$ cat src/rtl/majority_serial_ctrl.sv
// Sequenced majority voter: counts the ones of an N-bit word B bits per cycle with one
// shared popcount slice and reports majority, tie and ones-count over valid/ready.
module majority_serial_ctrl #(
    parameter int unsigned N = 32,
    parameter int unsigned B = 4
) (
    input  logic                     clk,
    input  logic                     rst_n,
    input  logic                     in_valid_i,
    output logic                     in_ready_o,
    input  logic [N-1:0]             in_seq_i,
    output logic                     out_valid_o,
    input  logic                     out_ready_i,
    output logic                     out_major_o,
    output logic                     out_tie_o,
    output logic [$clog2(N+1)-1:0]   out_ones_o
);

    localparam int unsigned BEATS = N / B;
    localparam int unsigned W     = $clog2(N + 1);
    localparam int unsigned BW    = $clog2(BEATS + 1);

    if (N < 2 || B < 1 || B > N || (N % B) != 0) begin : g_bad_params
        $error("majority_serial_ctrl: need N >= 2, 1 <= B <= N and N %% B == 0");
    end

    typedef enum logic [1:0] {StIdle, StCount, StDone} state_e;

    state_e        state_q, state_d;
    logic [N-1:0]  shreg_q, shreg_d;
    logic [W-1:0]  acc_q, acc_d;
    logic [W-1:0]  ones_q, ones_d;
    logic [BW-1:0] beat_q, beat_d;
    logic          major_q, major_d;
    logic          tie_q, tie_d;

    logic [W-1:0]  slice_ones;
    logic [W-1:0]  sum;
    logic [W:0]    twice;

    always_comb begin
        slice_ones = '0;
        for (int i = 0; i < int'(B); i++) begin
            slice_ones = slice_ones + W'(shreg_q[i]);
        end
    end

    // acc + slice never exceeds N, so W bits suffice; the vote compares in W+1 bits.
    assign sum   = acc_q + slice_ones;
    assign twice = {sum, 1'b0};

    always_comb begin
        state_d = state_q;
        shreg_d = shreg_q;
        acc_d   = acc_q;
        beat_d  = beat_q;
        ones_d  = ones_q;
        major_d = major_q;
        tie_d   = tie_q;
        unique case (state_q)
            StIdle: begin
                if (in_valid_i) begin
                    shreg_d = in_seq_i;
                    acc_d   = '0;
                    beat_d  = '0;
                    state_d = StCount;
                end
            end
            StCount: begin
                acc_d   = sum;
                shreg_d = shreg_q >> B;
                beat_d  = beat_q + 1'b1;
                if (beat_q == BW'(BEATS - 1)) begin
                    ones_d  = sum;
                    major_d = twice > (W + 1)'(N);
                    tie_d   = twice == (W + 1)'(N);
                    state_d = StDone;
                end
            end
            StDone: begin
                if (out_ready_i) begin
                    state_d = StIdle;
                end
            end
            default: state_d = StIdle;
        endcase
    end

    always_ff @(posedge clk or negedge rst_n) begin
        if (!rst_n) begin
            state_q <= StIdle;
            shreg_q <= '0;
            acc_q   <= '0;
            beat_q  <= '0;
            ones_q  <= '0;
            major_q <= 1'b0;
            tie_q   <= 1'b0;
        end else begin
            state_q <= state_d;
            shreg_q <= shreg_d;
            acc_q   <= acc_d;
            beat_q  <= beat_d;
            ones_q  <= ones_d;
            major_q <= major_d;
            tie_q   <= tie_d;
        end
    end

    assign in_ready_o  = (state_q == StIdle);
    assign out_valid_o = (state_q == StDone);
    assign out_major_o = major_q;
    assign out_tie_o   = tie_q;
    assign out_ones_o  = ones_q;

endmodule

$ cat config.mk
export PLATFORM = sky130hd
export DESIGN_NAME = majority_serial_ctrl
export DESIGN_NICKNAME = d
export VERILOG_FILES = /design/src/rtl/majority_serial_ctrl.sv
export SDC_FILE = /design/constraint.sdc
export NUM_CORES = 1
export LEC_CHECK = 0
export ABC_AREA = 1
export CAP_MARGIN = 10
export CORE_MARGIN = 1.5
export CORE_UTILIZATION = 55
export DETAILED_ROUTE_END_ITERATION = 12
export HOLD_SLACK_MARGIN = 0.08
export PLACE_DENSITY = 0.83
export SLEW_MARGIN = 20
export SYNTH_ARGS = -nofsm -noshare
export SYNTH_HDL_FRONTEND = slang
export SYNTH_SLANG_ARGS = --single-unit
export TNS_END_PERCENT = 100
$ cat constraint.sdc
create_clock -name clk -period 6.74 [get_ports clk]
set_input_delay 1.685 -clock clk [delete_from_list [all_inputs] [get_ports clk]]
set_output_delay 1.685 -clock clk [all_outputs]
set_load 0.01 [all_outputs]
==> results of run 1 <==
[registers in the layout (all words and copies together) (netlist names)]
register / count
state_q: 2
shreg_q: 32
acc_q: 6
out_ones_o: 6
beat_q: 4
out_major_o: 1
out_tie_o: 1
[cell families (layout without fill, tap and decap cells)]
kind of cell,after synthesis,after routing
xor gates and xnor gates,1,1
AOI/OAI and AO/OA,47,47
adders and majority gates,5,5
buffers and inverters,54,93
DFF,52,52
and+or+nand+nor,103,103
[metal layers]
metal  vias to the layer above  global-route usage [%]  wire (um)
li1                        956                       -          -
met1                       926                    29.4       2130
met2                        42                    39.2       2370
met3                         7                    3.46        146
met4                         0                    8.97         91
met5                         -                       0          0
[layout by cell type, fill, tap and decap left out]
master	instances
o21ai_1	8
o211ai_2	1
o31ai_1	2
nand2_1	47
inv_4	1
fa_1	3
nor2_4	2
o221ai_1	14
inv_2	1
a21oi_1	2
inv_1	37
xor2_1	1
nor2_2	1
o22ai_1	6
o21ai_0	1
nor2_1	6
clkbuf_8	6
ha_1	2
clkbuf_1	2
dfrtp_1	52
buf_4	2
a22o_1	1
nand3_1	44
nand2_4	2
o211ai_1	6
nand2_2	1
o21ai_2	4
clkdlybuf4s50_1	44
o22ai_2	2
[critical path: cells and delay by family (launching register included)]
kind | cells | cell delay, ns
DFF | 1 | 0.46
buffers and inverters | 1 | 0.66
and+or+nand+nor | 1 | 0.55
[where the power goes]
| part | switching (mW) | leakage, nW | internal [mW] |
|---|---|---|---|
| logic | 0.405 | 0.645 | 0.267 |
| clock network | 0.0981 | 0.0455 | 0.0839 |
| registers | 0.0706 | 0.658 | 0.452 |
[worst max path at each step]
stage	slack [ns]	endpoint	cells past startpoint	from
global placement	3.40	beat_q[1]$_DFFE_PN0P_	6	in_valid_i
floorplan	4.26	in_ready_o	2	state_q[0]$_DFFE_PN0P_
global route	2.99	in_ready_o	2	state_q[0]$_DFFE_PN0P_
detailed placement	3.38	beat_q[1]$_DFFE_PN0P_	6	in_valid_i
CTS	3.05	in_ready_o	2	state_q[0]$_DFFE_PN0P_
finish	3.06	in_ready_o	2	state_q[0]$_DFFE_PN0P_
[through the flow]
stage	setup WS [ns]	cells	util, %
2_1_floorplan	4.26	262	-
3_3_place_gp	3.40	345	66.5
3_5_place_dp	3.38	345	66.6
4_1_cts	3.05	353	68.6
5_1_grt	2.99	353	68.6
6_report	3.06	353	68.6
[layout make-up]
class | instances | area [um^2] | area share [%]
clock buffers | 8 | 90.1 | 3.02
inverters | 39 | 149 | 4.98
multi-input cells | 156 | 927 | 31.0
flip-flops and latches | 52 | 1300 | 43.6
well taps | 52 | 65.1 | 2.18
repair buffers | 46 | 455 | 15.2
[synth_stat cells]
cell type	instances	share of area, %
nand3_1	44	8.9
dfrtp_1	52	52
ha_1	2	1.0
nand2_1	47	7.1
nor2_2	1	0.25
nand2_4	2	0.91
o31ai_1	2	0.61
o22ai_2	2	1.0
o21ai_2	4	1.4
xor2_1	1	0.35
buf_2	6	1.2
o21ai_0	1	0.20
inv_4	1	0.25
fa_1	3	2.4
nor2_4	2	0.91
buf_6	5	2.3
o221ai_1	14	4.9
buf_1	1	0.15
inv_1	37	5.6
clkbuf_1	3	0.45
a22o_1	1	0.35
o21ai_1	8	1.6
nand2_2	1	0.25
inv_2	1	0.15
nor2_1	6	0.91
o211ai_1	6	1.8
o22ai_1	6	1.5
a21oi_1	2	0.40
o211ai_2	1	0.50
==> results.yml, run 1 <==
cells_and_area:
  n_antenna_cell: 0
  final_area_um2: 2990
  drive_gt1_share_pct: 7.64
  area_delta_synth_final_pct: 20.5
  nNetsFinal: 341
  n_fill_cell: 342
cts:
  htreeDepth: 2
  cts-buffers-inserted: 5
  cts.repair.resized: 0
  clock_sinks: 52
  clk_latency_ns: 0.31
  cts_setup_buffers: 0
  cts_max_path_buffers: 2
  cts_tree: "done"
  clk_pin_slew_ns: 0.09
  ctsHoldBuffers: 0
  cts_root_buf: "clkbuf_8"
setup_path:
  path_max_fanout: 32
  path_cells: "nor2_4 -> clkdlybuf4s50_1"
  r2r_slack_ns: 4.20
  r2r_cells: 11
  critical-path-max-stage-delay_ns: 0.66
  worstPathRequired_ns: 5.06
  reg2reg_to: "out_major_o$_DFFE_PN0P_"
  cp_slowest_cell: "clkdlybuf4s50_1"
  setup.worst_path.class: "reg -> out"
  worstPathArrival_ns: 1.99
  cp-end-kind: "output port"
  reg2reg_from: "shreg_q[0]$_DFFE_PN0P_"
  start_kind: "flop"
floorplanning:
  dieArea_um2: 4920
  die_w_um: 70.1
  core_area_um2: 4350
  num_rows: 24
  fp.dieH_um: 70.1
  initial_core_util_pct: 56.9
  ioPinCount: 46
drt:
  viasPerCell: 5.47
  wl_per_cell_um: 13.4
  drt_iter0_drc: 106
  drt-pass1-iter-count: 4
  wirelength_um: 4740
  vias: 1931
  drcViolationCount: 0
  ant_nets: 0
global_routing:
  grt_pass1_wl_um: 8820
  grt_max_degree: 53
  antenna_found_initial: 0
  grt-ovfl-total: 0
  first_global_vias: 2009
  grtUsageTotal_pct: 22.9
synthesis:
  yosysSeqAreaShare_pct: 52.5
  synth_compound_area_share_pct: 14.4
  synth_fa_ha_area_share_pct: 3.43
  netlist_instances: 262
  synth-xor-area-share_pct: 0.353
  synth_top_family_by_area: "simple AND/OR/NAND/NOR gates"
  avgSynthCellArea_um2: 9.46
  netlist_area_um2: 2480
  syn_nets: 303
  synthSimpleGateAreaFrac_pct: 19.2
  yosys-mux-area-fraction_pct: 0
  yosysWarnings: 0
  synth-seq-cells: 52
  synth_cell_type_count: 29
sta:
  slew_viol_final: 0
  finalSetupTns_ns: 0
  timing.fmax_mhz: 272
  tightest_slew_ns: 0.649
  skew_ns: 0.00686
  min_period_over_period_pct: 54.5
  setup_viol_count_final: 0
  min_period_ns: 3.68
  hold_viol_final: 0
  slew_headroom_pct: 56.7
  whs_ns: 0.485
  rsz0062_at_grt: "false"
worst_hold_path:
  hold_path_class: "reg -> reg"
  min_from: "out_ones_o[2]$_DFFE_PN0P_"
  hold-path-cell-count: 2
  hold_end: "out_ones_o[2]$_DFFE_PN0P_"
placement:
  hpwl_um: 3340
  port_buffers: 45
  placed_area_um2: 2900
  gp_congestion: 0.775
power_and_ir_drop:
  power_mw: 1.38
  ir_drop_v: 0.000215
  leakagePower_nw: 1.35
  power_density_nw_per_um2: 461
run:
  cap_viol_max_count: 0
outcome:
  outcome: "complete, no violations"
(Power assumes the default switching activity.)
==> run 2, diff against run 1 <==
--- a/config.mk
+++ b/config.mk
@@ -8,10 +8,10 @@
 export ABC_AREA = 1
 export CAP_MARGIN = 10
 export CORE_MARGIN = 1.5
-export CORE_UTILIZATION = 55
+export CORE_UTILIZATION = 47
 export DETAILED_ROUTE_END_ITERATION = 12
 export HOLD_SLACK_MARGIN = 0.08
-export PLACE_DENSITY = 0.83
+export PLACE_DENSITY = 0.76
 export SLEW_MARGIN = 20
 export SYNTH_ARGS = -nofsm -noshare
 export SYNTH_HDL_FRONTEND = slang
==> constraint.sdc (replaced) <==
create_clock -name clk -period 3 [get_ports clk]
set_input_delay 0.75 -clock clk [delete_from_list [all_inputs] [get_ports clk]]
set_output_delay 0.75 -clock clk [all_outputs]
set_load 0.01 [all_outputs]
==> run 2 against run 1 <==
Net effect:
- worst setup slack got worse by 2.6 ns
- register-to-register slack got worse by 3.7 ns
- wire length rose by 2.6%
- final cell count rose by 5.7%
- clock power rose to 2.8 times the previous value
- worst hold slack improved by 0.0017 ns
==> results.yml, run 2 (synthesis gave the netlist of run 1 again) <==
outcome:
  outcome: "complete, no violations"
sta:
  tightest_slew_ns: 0.635
  min_period_over_period_pct: 84.4
  skew_ns: 0.00736
  timing.fmax_mhz: 395
  rsz0062_at_grt: "false"
  whs_ns: 0.487
  slew_viol_final: 0
  hold_viol_final: 0
  setup_viol_count_final: 0
  slew_headroom_pct: 57.7
  min_period_ns: 2.53
  finalSetupTns_ns: 0
run:
  cap_viol_max_count: 0
cts:
  ctsHoldBuffers: 0
  cts_tree: "done"
  cts_max_path_buffers: 2
  clk_latency_ns: 0.30
  cts.repair.resized: 0
  htreeDepth: 2
  clock_sinks: 52
  clk_pin_slew_ns: 0.09
  cts-buffers-inserted: 5
  cts_root_buf: "clkbuf_8"
  cts_setup_buffers: 0
worst_hold_path:
  hold-path-cell-count: 2
  hold_path_class: "reg -> reg"
  min_from: "out_ones_o[5]$_DFFE_PN0P_"
  hold_end: "out_ones_o[5]$_DFFE_PN0P_"
power_and_ir_drop:
  swShare_pct: 40.5
  leakagePower_nw: 1.38
  power_mw: 3.23
  seq_power_share_pct: 36.4
  ir_drop_v: 0.000494
  comb_power_share_pct: 47.6
  power_density_nw_per_um2: 1060
  clkPwrFrac_pct: 15.9
  switchingPower_mw: 1.31
  p_int_mw: 1.92
floorplanning:
  fp.dieH_um: 75.6
  core_area_um2: 5110
  dieArea_um2: 5720
  ioPinCount: 46
  num_rows: 26
  die_w_um: 75.6
  initial_core_util_pct: 48.5
global_routing:
  grt_pass1_wl_um: 8340
  grtUsageTotal_pct: 19.8
  first_global_vias: 1867
  grt_max_degree: 53
  grt-ovfl-total: 0
  antenna_found_initial: 0
setup_path:
  setup.worst_path.class: "reg -> reg"
  cp_slowest_cell: "fa_1"
  cpMostUsedCell: "inv_1"
  worstPathRequired_ns: 3.25
  r2r_cells: 12
  reg2reg_from: "shreg_q[0]$_DFFE_PN0P_"
  startpoint: "shreg_q[0]$_DFFE_PN0P_"
  r2r_slack_ns: 0.47
  critical-path-max-stage-delay_ns: 0.54
  worstPathArrival_ns: 2.78
  path_max_fanout: 3
  cp-end-kind: "flop"
  path_cells: "fa_1 -> inv_1 -> fa_1 -> inv_1 -> fa_1 -> inv_1 -> nand2_1 -> a21oi_1 -> inv_1 -> nor2_1 -> nand3_1 -> nand2_1"
  reg2reg_to: "out_tie_o$_DFFE_PN0P_"
  start_kind: "flop"
cells_and_area:
  final_common_cell: "dfrtp_1"
  n_antenna_cell: 0
  final_cell_mix: "dfrtp_1 (52), nand2_1 (47), nand3_1 (44), clkdlybuf4s50_1 (44), inv_1 (37)"
  finalCoreUtilization_pct: 59.9
  finalNonFillerCells: 373
  largest_register_ffs: 32
  area_delta_synth_final_pct: 23.4
  top_register: "shreg_q"
  drive_gt1_share_pct: 8.91
  nNetsFinal: 343
placement:
  place_inst: 365
  port_buffers: 45
  hpwl_um: 3420
  gp_congestion: 0.826
drt:
  wirelength_um: 4860
  drcViolationCount: 0
  vias: 1900
  wl_per_cell_um: 13.0
  viasPerCell: 5.09
  ant_nets: 0
  drt_iter0_drc: 123
  drt-pass1-iter-count: 4
run 2: worst max-delay path by stage:
stage / endpoint / slack, ns / cells after the start
floorplan: out_major_o$_DFFE_PN0P_ / 0.63 / 11
finish: out_tie_o$_DFFE_PN0P_ / 0.47 / 12
global route: out_tie_o$_DFFE_PN0P_ / 0.22 / 12
CTS: out_tie_o$_DFFE_PN0P_ / 0.46 / 12
detailed placement: out_tie_o$_DFFE_PN0P_ / 0.50 / 12
global placement: out_major_o$_DFFE_PN0P_ / 0.56 / 11
run 2: metal layers:
metal / global-route usage (%) / wire (um)
met5: 0 / 0
met4: 8.13 / 73
met2: 34.5 / 2460
met3: 3.17 / 168
met1: 24.4 / 2160
run 2: power by group through the flow:
stage                     Sequential [mW]  Combinational [mW]  Clock, mW
after global placement               1.17                1.51          0
after detailed placement             1.19                1.55          0
after CTS                            1.18                1.56      0.525
final                                1.18                1.54      0.514
after floorplan                      1.18                1.21          0
after global routing                 1.21                1.77      0.549
run 2: final cells by class:
cell class / count / area, um^2
Clock buffer: 7 / 96.3
Tap cell: 70 / 87.6
Multi-Input combinational cell: 156 / 927
Fill cell: 441 / 2050
Sequential cell: 52 / 1300
Inverter: 39 / 149
Clock inverter: 1 / 30.0
Timing Repair Buffer: 48 / 468
run 2: metrics by stage:
step / instance area [um^2] / worst slack, ns
6_report: 3060 / 0.467
5_1_grt: 3060 / 0.222
4_1_cts: 3060 / 0.464
3_5_place_dp: 2930 / 0.496
3_3_place_gp: 2930 / 0.558
2_1_floorplan: 2480 / 0.627
run 2: worst max-delay path: cells and delay by family (launching register included):
kind            cells  cell delay, ns
flops               1            0.41
compound gates      1            0.16
fa+ha+maj           3            1.30
simple gates        4            0.29
buf+inv             4            0.32
